===== src/rtl/estimador_zhat_collector_if.sv =====
// Estimator ap_ctrl_hs handshake and downstream state-vector bundle for estimador_zhat_collector.
// The range_err lane exists only when ZHAT_RANGE_CHECK_EN is defined.
interface estimador_zhat_collector_if #(
  parameter int W = 21
);
  logic         est_ap_start;
  logic         est_ap_ready;
  logic         est_ap_done;
  logic [W-1:0] zhat_next_0;
  logic [W-1:0] zhat_next_1;
  logic [W-1:0] zhat_next_2;
  logic         zhat_next_0_ap_vld;
  logic         zhat_next_1_ap_vld;
  logic         zhat_next_2_ap_vld;
  logic [W-1:0] state_0;
  logic [W-1:0] state_1;
  logic [W-1:0] state_2;
  logic         state_valid;
  logic         state_ready;
  logic [2:0]   missing;
`ifdef ZHAT_RANGE_CHECK_EN
  logic [2:0]   range_err;

  modport master (
    output est_ap_start, state_0, state_1, state_2, state_valid, missing, range_err,
    input  est_ap_ready, est_ap_done, zhat_next_0, zhat_next_1, zhat_next_2,
           zhat_next_0_ap_vld, zhat_next_1_ap_vld, zhat_next_2_ap_vld, state_ready
  );
  modport slave (
    input  est_ap_start, state_0, state_1, state_2, state_valid, missing, range_err,
    output est_ap_ready, est_ap_done, zhat_next_0, zhat_next_1, zhat_next_2,
           zhat_next_0_ap_vld, zhat_next_1_ap_vld, zhat_next_2_ap_vld, state_ready
  );
`else
  modport master (
    output est_ap_start, state_0, state_1, state_2, state_valid, missing,
    input  est_ap_ready, est_ap_done, zhat_next_0, zhat_next_1, zhat_next_2,
           zhat_next_0_ap_vld, zhat_next_1_ap_vld, zhat_next_2_ap_vld, state_ready
  );
  modport slave (
    input  est_ap_start, state_0, state_1, state_2, state_valid, missing,
    output est_ap_ready, est_ap_done, zhat_next_0, zhat_next_1, zhat_next_2,
           zhat_next_0_ap_vld, zhat_next_1_ap_vld, zhat_next_2_ap_vld, state_ready
  );
`endif
endinterface


===== src/rtl/estimador_zhat_collector.sv =====
// Starts the estimator per sample tick, collects the three zhat_next lanes and presents them
// downstream with missing/timeout/overrun tracking. Optional clamp check: ZHAT_RANGE_CHECK_EN.
module estimador_zhat_collector #(
  parameter int W           = 21,
  parameter int TIMEOUT_CYC = 64,
  parameter int CNT_W       = 8
) (
  input  logic                        ap_clk,
  input  logic                        ap_rst_n,
  input  logic                        trig,
  estimador_zhat_collector_if.master  bus,
  output logic                        err_timeout,
  output logic                        err_overrun,
  output logic                        busy
);

  typedef enum logic [1:0] {IDLE, START, COLLECT, PRESENT} state_t;

  // Assert asynchronously, release on the second ap_clk edge.
  logic [1:0] rst_sync;
  logic       rst_n;

  always_ff @(posedge ap_clk or negedge ap_rst_n) begin
    if (!ap_rst_n) rst_sync <= '0;
    else           rst_sync <= {rst_sync[0], 1'b1};
  end
  assign rst_n = rst_sync[1];

  logic [W-1:0]     zin [3];
  logic [2:0]       vld;
  state_t           state_q, state_d;
  logic [2:0]       got_q, got_d;
  logic [W-1:0]     lane_q [3];
  logic [W-1:0]     lane_d [3];
  logic [CNT_W-1:0] cnt_q, cnt_d;
  logic             timeout_hit, to_set, ov_set;
  logic             start_q, valid_q, busy_q, err_to_q, err_ov_q;
  logic [2:0]       missing_q;

  assign zin[0] = bus.zhat_next_0;
  assign zin[1] = bus.zhat_next_1;
  assign zin[2] = bus.zhat_next_2;
  assign vld    = {bus.zhat_next_2_ap_vld, bus.zhat_next_1_ap_vld, bus.zhat_next_0_ap_vld};

  assign timeout_hit = (cnt_q == CNT_W'(TIMEOUT_CYC - 1));

  always_comb begin
    state_d = state_q;
    got_d   = got_q;
    lane_d  = lane_q;
    cnt_d   = cnt_q;
    to_set  = 1'b0;
    ov_set  = trig && (state_q != IDLE);
    if (state_q == START || state_q == COLLECT) begin
      cnt_d = cnt_q + CNT_W'(1);
      for (int unsigned k = 0; k < 3; k++) begin
        if (vld[k]) begin
          lane_d[k] = zin[k];
          got_d[k]  = 1'b1;
        end
      end
    end
    case (state_q)
      IDLE: begin
        if (trig) begin
          state_d = START;
          got_d   = '0;
          cnt_d   = '0;
        end
      end
      START: begin
        // Completion in the accept cycle wins over both the timeout and the move to COLLECT.
        if (bus.est_ap_ready && bus.est_ap_done) begin
          state_d = PRESENT;
        end else if (timeout_hit) begin
          state_d = PRESENT;
          to_set  = 1'b1;
        end else if (bus.est_ap_ready) begin
          state_d = COLLECT;
        end
      end
      COLLECT: begin
        if (bus.est_ap_done) begin
          state_d = PRESENT;
        end else if (timeout_hit) begin
          state_d = PRESENT;
          to_set  = 1'b1;
        end
      end
      PRESENT: begin
        if (bus.state_ready) state_d = IDLE;
      end
      default: state_d = IDLE;
    endcase
  end

`ifdef ZHAT_RANGE_CHECK_EN
  logic [2:0] range_d, range_q;

  function automatic logic out_of_range(input logic [W-1:0] v, input int lim);
    int s;
    s = int'($signed(v));
    return (s > lim) || (s < -lim);
  endfunction

  always_comb begin
    range_d    = '0;
    range_d[0] = got_d[0] && out_of_range(lane_d[0], 163840);
    range_d[1] = got_d[1] && out_of_range(lane_d[1], 102944);
    range_d[2] = got_d[2] && out_of_range(lane_d[2], 16384);
  end

  always_ff @(posedge ap_clk or negedge rst_n) begin
    if (!rst_n)                                          range_q <= '0;
    else if (state_d != PRESENT)                         range_q <= '0;
    else if (state_q != PRESENT)                         range_q <= range_d;
  end
  assign bus.range_err = range_q;
`endif

  always_ff @(posedge ap_clk or negedge rst_n) begin
    if (!rst_n) begin
      state_q   <= IDLE;
      got_q     <= '0;
      cnt_q     <= '0;
      for (int unsigned k = 0; k < 3; k++) lane_q[k] <= '0;
      start_q   <= 1'b0;
      valid_q   <= 1'b0;
      busy_q    <= 1'b0;
      missing_q <= '0;
      err_to_q  <= 1'b0;
      err_ov_q  <= 1'b0;
    end else begin
      state_q <= state_d;
      got_q   <= got_d;
      cnt_q   <= cnt_d;
      for (int unsigned k = 0; k < 3; k++) lane_q[k] <= lane_d[k];
      start_q <= (state_d == START);
      valid_q <= (state_d == PRESENT);
      busy_q  <= (state_d != IDLE);
      // Missing flags freeze on PRESENT entry and include strobes landing with ap_done.
      if (state_d != PRESENT)      missing_q <= '0;
      else if (state_q != PRESENT) missing_q <= ~got_d;
      if (to_set) err_to_q <= 1'b1;
      if (ov_set) err_ov_q <= 1'b1;
    end
  end

  assign bus.est_ap_start = start_q;
  assign bus.state_valid  = valid_q;
  assign bus.missing      = missing_q;
  assign bus.state_0      = lane_q[0];
  assign bus.state_1      = lane_q[1];
  assign bus.state_2      = lane_q[2];
  assign err_timeout      = err_to_q;
  assign err_overrun      = err_ov_q;
  assign busy             = busy_q;

endmodule


===== src/flat_wrapper.sv =====
// flat-port wrapper written by rule: the top's interface ports become plain ports
module estimador_zhat_collector_flat 
#(
  parameter int W           = 21,
  parameter int TIMEOUT_CYC = 64,
  parameter int CNT_W       = 8
)
  (ap_clk, ap_rst_n, trig, err_timeout, err_overrun, busy, bus_est_ap_start, bus_state_0, bus_state_1, bus_state_2, bus_state_valid, bus_missing, bus_est_ap_ready, bus_est_ap_done, bus_zhat_next_0, bus_zhat_next_1, bus_zhat_next_2, bus_zhat_next_0_ap_vld, bus_zhat_next_1_ap_vld, bus_zhat_next_2_ap_vld, bus_state_ready);
  estimador_zhat_collector_if #(.W(W)) bus_i ();
  input  logic ap_clk;
  input  logic ap_rst_n;
  input  logic trig;
  output logic err_timeout;
  output logic err_overrun;
  output logic busy;
  output wire logic [$bits(bus_i.est_ap_start)-1:0] bus_est_ap_start;
  output wire logic [$bits(bus_i.state_0)-1:0] bus_state_0;
  output wire logic [$bits(bus_i.state_1)-1:0] bus_state_1;
  output wire logic [$bits(bus_i.state_2)-1:0] bus_state_2;
  output wire logic [$bits(bus_i.state_valid)-1:0] bus_state_valid;
  output wire logic [$bits(bus_i.missing)-1:0] bus_missing;
  input wire logic [$bits(bus_i.est_ap_ready)-1:0] bus_est_ap_ready;
  input wire logic [$bits(bus_i.est_ap_done)-1:0] bus_est_ap_done;
  input wire logic [$bits(bus_i.zhat_next_0)-1:0] bus_zhat_next_0;
  input wire logic [$bits(bus_i.zhat_next_1)-1:0] bus_zhat_next_1;
  input wire logic [$bits(bus_i.zhat_next_2)-1:0] bus_zhat_next_2;
  input wire logic [$bits(bus_i.zhat_next_0_ap_vld)-1:0] bus_zhat_next_0_ap_vld;
  input wire logic [$bits(bus_i.zhat_next_1_ap_vld)-1:0] bus_zhat_next_1_ap_vld;
  input wire logic [$bits(bus_i.zhat_next_2_ap_vld)-1:0] bus_zhat_next_2_ap_vld;
  input wire logic [$bits(bus_i.state_ready)-1:0] bus_state_ready;
  assign bus_est_ap_start = bus_i.est_ap_start;
  assign bus_state_0 = bus_i.state_0;
  assign bus_state_1 = bus_i.state_1;
  assign bus_state_2 = bus_i.state_2;
  assign bus_state_valid = bus_i.state_valid;
  assign bus_missing = bus_i.missing;
  assign bus_i.est_ap_ready = bus_est_ap_ready;
  assign bus_i.est_ap_done = bus_est_ap_done;
  assign bus_i.zhat_next_0 = bus_zhat_next_0;
  assign bus_i.zhat_next_1 = bus_zhat_next_1;
  assign bus_i.zhat_next_2 = bus_zhat_next_2;
  assign bus_i.zhat_next_0_ap_vld = bus_zhat_next_0_ap_vld;
  assign bus_i.zhat_next_1_ap_vld = bus_zhat_next_1_ap_vld;
  assign bus_i.zhat_next_2_ap_vld = bus_zhat_next_2_ap_vld;
  assign bus_i.state_ready = bus_state_ready;
  estimador_zhat_collector #(.W(W), .TIMEOUT_CYC(TIMEOUT_CYC), .CNT_W(CNT_W)) u_core (.ap_clk(ap_clk), .ap_rst_n(ap_rst_n), .trig(trig), .bus(bus_i), .err_timeout(err_timeout), .err_overrun(err_overrun), .busy(busy));
endmodule

===== config.mk =====
export PLATFORM = sky130hd
export DESIGN_NAME = estimador_zhat_collector_flat
export DESIGN_NICKNAME = d
export VERILOG_FILES = /design/src/rtl/estimador_zhat_collector_if.sv /design/src/rtl/estimador_zhat_collector.sv /design/src/flat_wrapper.sv
export SDC_FILE = /design/constraint.sdc
export NUM_CORES = 1
export LEC_CHECK = 0
export CAP_MARGIN = 20
export CORE_MARGIN = 5
export CORE_UTILIZATION = 46
export DETAILED_ROUTE_END_ITERATION = 10
export HOLD_SLACK_MARGIN = 0.06
export PLACE_DENSITY = 0.86
export SLEW_MARGIN = 20
export SYNTH_ARGS = -nofsm -noshare
export SYNTH_HDL_FRONTEND = slang
export SYNTH_SLANG_ARGS = --single-unit

===== constraint.sdc =====
create_clock -name ap_clk -period 4.05 [get_ports ap_clk]
set_input_delay 0.6075 -clock ap_clk [delete_from_list [all_inputs] [get_ports ap_clk]]
set_output_delay 0.6075 -clock ap_clk [all_outputs]
set_load 0.01 [all_outputs]

==> summary.md <==
| Metric | Value |
|---|---|
| Hold WS | `roughly 0.3 ns` |
| Hold Fails Final Rpt | `0` |
| FMAX | `~0.42 GHz` |
| Period minus WS final | `between 2 and 2.5 ns` |
| Initial drt markers | `between 70 and 80` |
| Area grow syn2layout | `52.6%` |
| Final Power | `about 4 mW` |
| Crit path capture type | `flop` |
| Peak VDD IR | `roughly 390 uV` |
| Sequential area share after synthesis | `0.638` |
| Startpoint Class | `flop` |
| Resize count post-CTS | `0` |
| Commonest non-fill, non-tap cell in the layout | `clkdlybuf4s50_1` |
| Seq. cell area | `between 2000 and 2500 um^2` |
| Status | `completed` |
| Crit-path cells | `inv_1, ha_1, nand2_1, mux2_2` |
| Unique masters post-synth | `31` |
| Final setup violation count | `0` |
| N_diodes | `0` |
| CTS tree | `done` |
| Yosys warnings | `0` |
| Gr ovfl total | `0` |
| Drt drc | `0` |
| RePlAce Congestion | `roughly 0.77` |
| Power share of the combinational group | `0.463` |
| Wire per inst | `about 17 um` |
| Sw frac | `0.307` |
| Setup TNS | `0 ns` |
| Placed Area | `~4900 um^2` |
| Io pins | `143` |
| Internal Power | `2.76 mW` |
| Top Metal Used | `met4` |
| P_sw | `1.22 mW` |
| Worst hold path class | `reg2async` |
| Filler instances | `502` |
| Via density | `5.02` |
| # hold bufs at CTS | `0` |
| Final Slew Violations | `0` |
| Final WL | `about 8 mm` |
| Sequential power share | `0.364` |
| Syn_nets | `approximately 310` |
| Starting Density | `0.470` |
| Synthesis-stage register bit count | `86` |
| Clock tree sinks | `86` |
| Crit Path Class | `reg2reg` |
| Worst slew pin tran | `around 0.93 ns` |
| Most frequent cells in the layout | `142 x clkdlybuf4s50_1, 85 x dfrtp_1, 63 x mux2_2` |
| Worst EP required | `4.28 ns` |
| Syn Area/Cell | `14.2 um^2` |
| Total global-route track usage | `0.184` |
| Post-CTS setup buffer count | `0` |
| Max cap viols | `0` |
| Vias post-DR | `between 2000 and 2500` |
| Largest net degree at the start of global routing | `85` |
| DP HPWL | `between 6 and 7 mm` |
| Worst stage delay on the critical path | `about 0.67 ns` |
| DRT met1 WL | `between 3 and 4 mm` |
| Placement Setup Slack | `1.68 ns` |
| DR WL met3 | `roughly 630 um` |
| Placed Instances | `between 400 and 500` |
| Crit path arrival time | `~2.6 ns` |
| Die Area | `between 9000 and 10000 um^2` |
| RSZ-0062 raised after global routing | `no` |
| Max Clock Skew | `a little over 0.01 ns` |
| Non-Filler Instances | `roughly 490` |
| Initial antenna violation count | `0` |
| Vias in the first global route | `about 2700` |
| Cell Rows | `31` |
| Clk pwr share | `0.174` |
| Area of the core | `slightly above 7000 um^2` |
| CTS root buf | `clkbuf_8` |
| CP Max Fanout | `21` |
| Area of the multi-input gates | `1170 um^2` |
| Tcrit/Tclk final | `0.585` |
| First-pass detailed-route iteration total | `4` |
| Max-slew headroom | `0.378` |
| Post-route ant nets | `0` |
| Max clock buf depth | `2` |
| Post-Syn Area | `between 3000 and 4000 um^2` |
| H-Tree Depth | `3` |
| Clock-pin slew on the worst setup and hold paths | `around 0.090 ns` |
| Layout Nets | `between 400 and 500` |
| Clk_lat worst skew | `about 0.35 ns` |
| Global-route wire length before repair | `12.9 mm` |
| Pwr Density | `775 nW/um^2` |
| Die Y | `approximately 96 um` |
| Final WS setup | `1.68 ns` |
| Chip width | `95.6 um` |
| Met2 routed WL | `4.19 mm` |
| Gate Count Post-Synth | `around 240` |
| Share of cells above drive strength 1 | `0.209` |
| Num CTS Buffers | `9` |
| Fin area | `5140 um^2` |
| Critical-path top delay cell | `nand2_1` |
| I/O Buffers | `roughly 140` |
| Post-layout util | `0.717` |
| Static Leak | `2.17 nW` |
## power groups by stage
| stage | registers (mW) | logic (mW) | clock network (mW) |
|---|---|---|---|
| 2_1_floorplan | 1.61 | 0.752 | 0 |
| 3_3_place_gp | 1.45 | 1.80 | 0 |
| 3_5_place_dp | 1.47 | 1.85 | 0 |
| 4_1_cts | 1.46 | 1.86 | 0.707 |
| 5_1_grt | 1.50 | 1.99 | 0.749 |
| 6_report | 1.45 | 1.84 | 0.692 |
## final cells by class
class | instances | area share
Sequential cell | 86 | 0.419
Timing Repair Buffer | 143 | 0.282
Multi-Input combinational cell | 137 | 0.227
Clock buffer | 10 | 0.0248
Tap cell | 99 | 0.0241
Clock inverter | 5 | 0.0195
Inverter | 6 | 0.00438
## synth_stat cells
cell type | instances | area share
dfrtp_1 | 86 | 0.64
mux2_2 | 63 | 0.21
nor2_1 | 14 | 0.016
nand2_1 | 11 | 0.012
clkbuf_1 | 7 | 0.0078
a21oi_1 | 6 | 0.0089
inv_1 | 6 | 0.0067
o21ai_0 | 6 | 0.0089
ha_1 | 5 | 0.019
nand4_1 | 3 | 0.0056
nor2b_1 | 3 | 0.0056
nor3b_1 | 3 | 0.0067
xor2_1 | 3 | 0.0078
a21o_1 | 2 | 0.0045
or3_1 | 2 | 0.0037
xnor2_1 | 2 | 0.0052
a2111oi_0 | 1 | 0.0026
a31o_2 | 1 | 0.0026
and2_1 | 1 | 0.0019
buf_1 | 1 | 0.0011
conb_1 | 1 | 0.0011
mux2i_1 | 1 | 0.0030
nor3_1 | 1 | 0.0015
o22a_1 | 1 | 0.0026
o22ai_1 | 1 | 0.0019
o311a_1 | 1 | 0.0030
o31ai_1 | 1 | 0.0022
o32a_1 | 1 | 0.0030
o32ai_1 | 1 | 0.0026
or2_2 | 1 | 0.0019
or3b_1 | 1 | 0.0026
## cells by family after synthesis
kind of cell / synth area share
multiplexers: 0.213
flip-flops: 0.638
other: 0.00111
adder cells (fa/ha/maj): 0.0186
AO/OA/AOI/OAI: 0.0427
AND/OR/NAND/NOR: 0.0572
XOR/XNOR: 0.0130
buffers and inverters: 0.0156
## critical path: cells and delay by family, from the launching register on
kind	cells	cell delay, ns
adder cells (fa/ha/maj)	1	0.56
multiplexers	1	0.51
buffers and inverters	1	0.09
AND/OR/NAND/NOR	1	0.67
flip-flops	1	0.43
## per-layer routing
layer | up-vias | GRT usage
met2 | 94 | 0.309
met4 | 0 | 0.0687
li1 | 1114 | -
met5 | - | 0
met1 | 1215 | 0.218
met3 | 17 | 0.0663
## path summary, 6_finish.rpt
| kind | to | start | slack, ns | depth (start not counted) |
|---|---|---|---|---|
| worst min-delay path | u_core.bus.state_1[10]$_DFFE_PN0P_ | u_core.rst_sync[1]$_DFF_PN0_ | 0.29 | 0 |
| worst min register to register | u_core.bus.state_1[10]$_DFFE_PN0P_ | u_core.rst_sync[1]$_DFF_PN0_ | 0.29 | 0 |
| max in group asynchronous | u_core.bus.state_0[15]$_DFFE_PN0P_ | u_core.rst_sync[1]$_DFF_PN0_ | 3.14 | 1 |
| min in group ap_clk | u_core.rst_sync[1]$_DFF_PN0_ | u_core.rst_sync[0]$_DFF_PN0_ | 0.37 | 0 |
| worst max-delay path | u_core.bus.state_2[17]$_DFFE_PN0P_ | u_core.state_q[0]$_DFF_PN0_ | 1.68 | 4 |
| worst max register to register | u_core.bus.state_2[17]$_DFFE_PN0P_ | u_core.state_q[0]$_DFF_PN0_ | 1.68 | 4 |
## flip-flops by register name, summed over array words and instances (netlist names)
signal and flops:
u_core.bus.state_0 21, u_core.bus.state_1 21, u_core.bus.state_2 21, u_core.cnt_q 8
u_core.bus.missing 3, u_core.got_q 3, u_core.rst_sync 2, u_core.state_q 2
u_core.bus.est_ap_start 1, u_core.bus.state_valid 1, u_core.busy 1, u_core.err_overrun 1
u_core.err_timeout 1
Note: power is estimated with default switching activity, not from simulation.
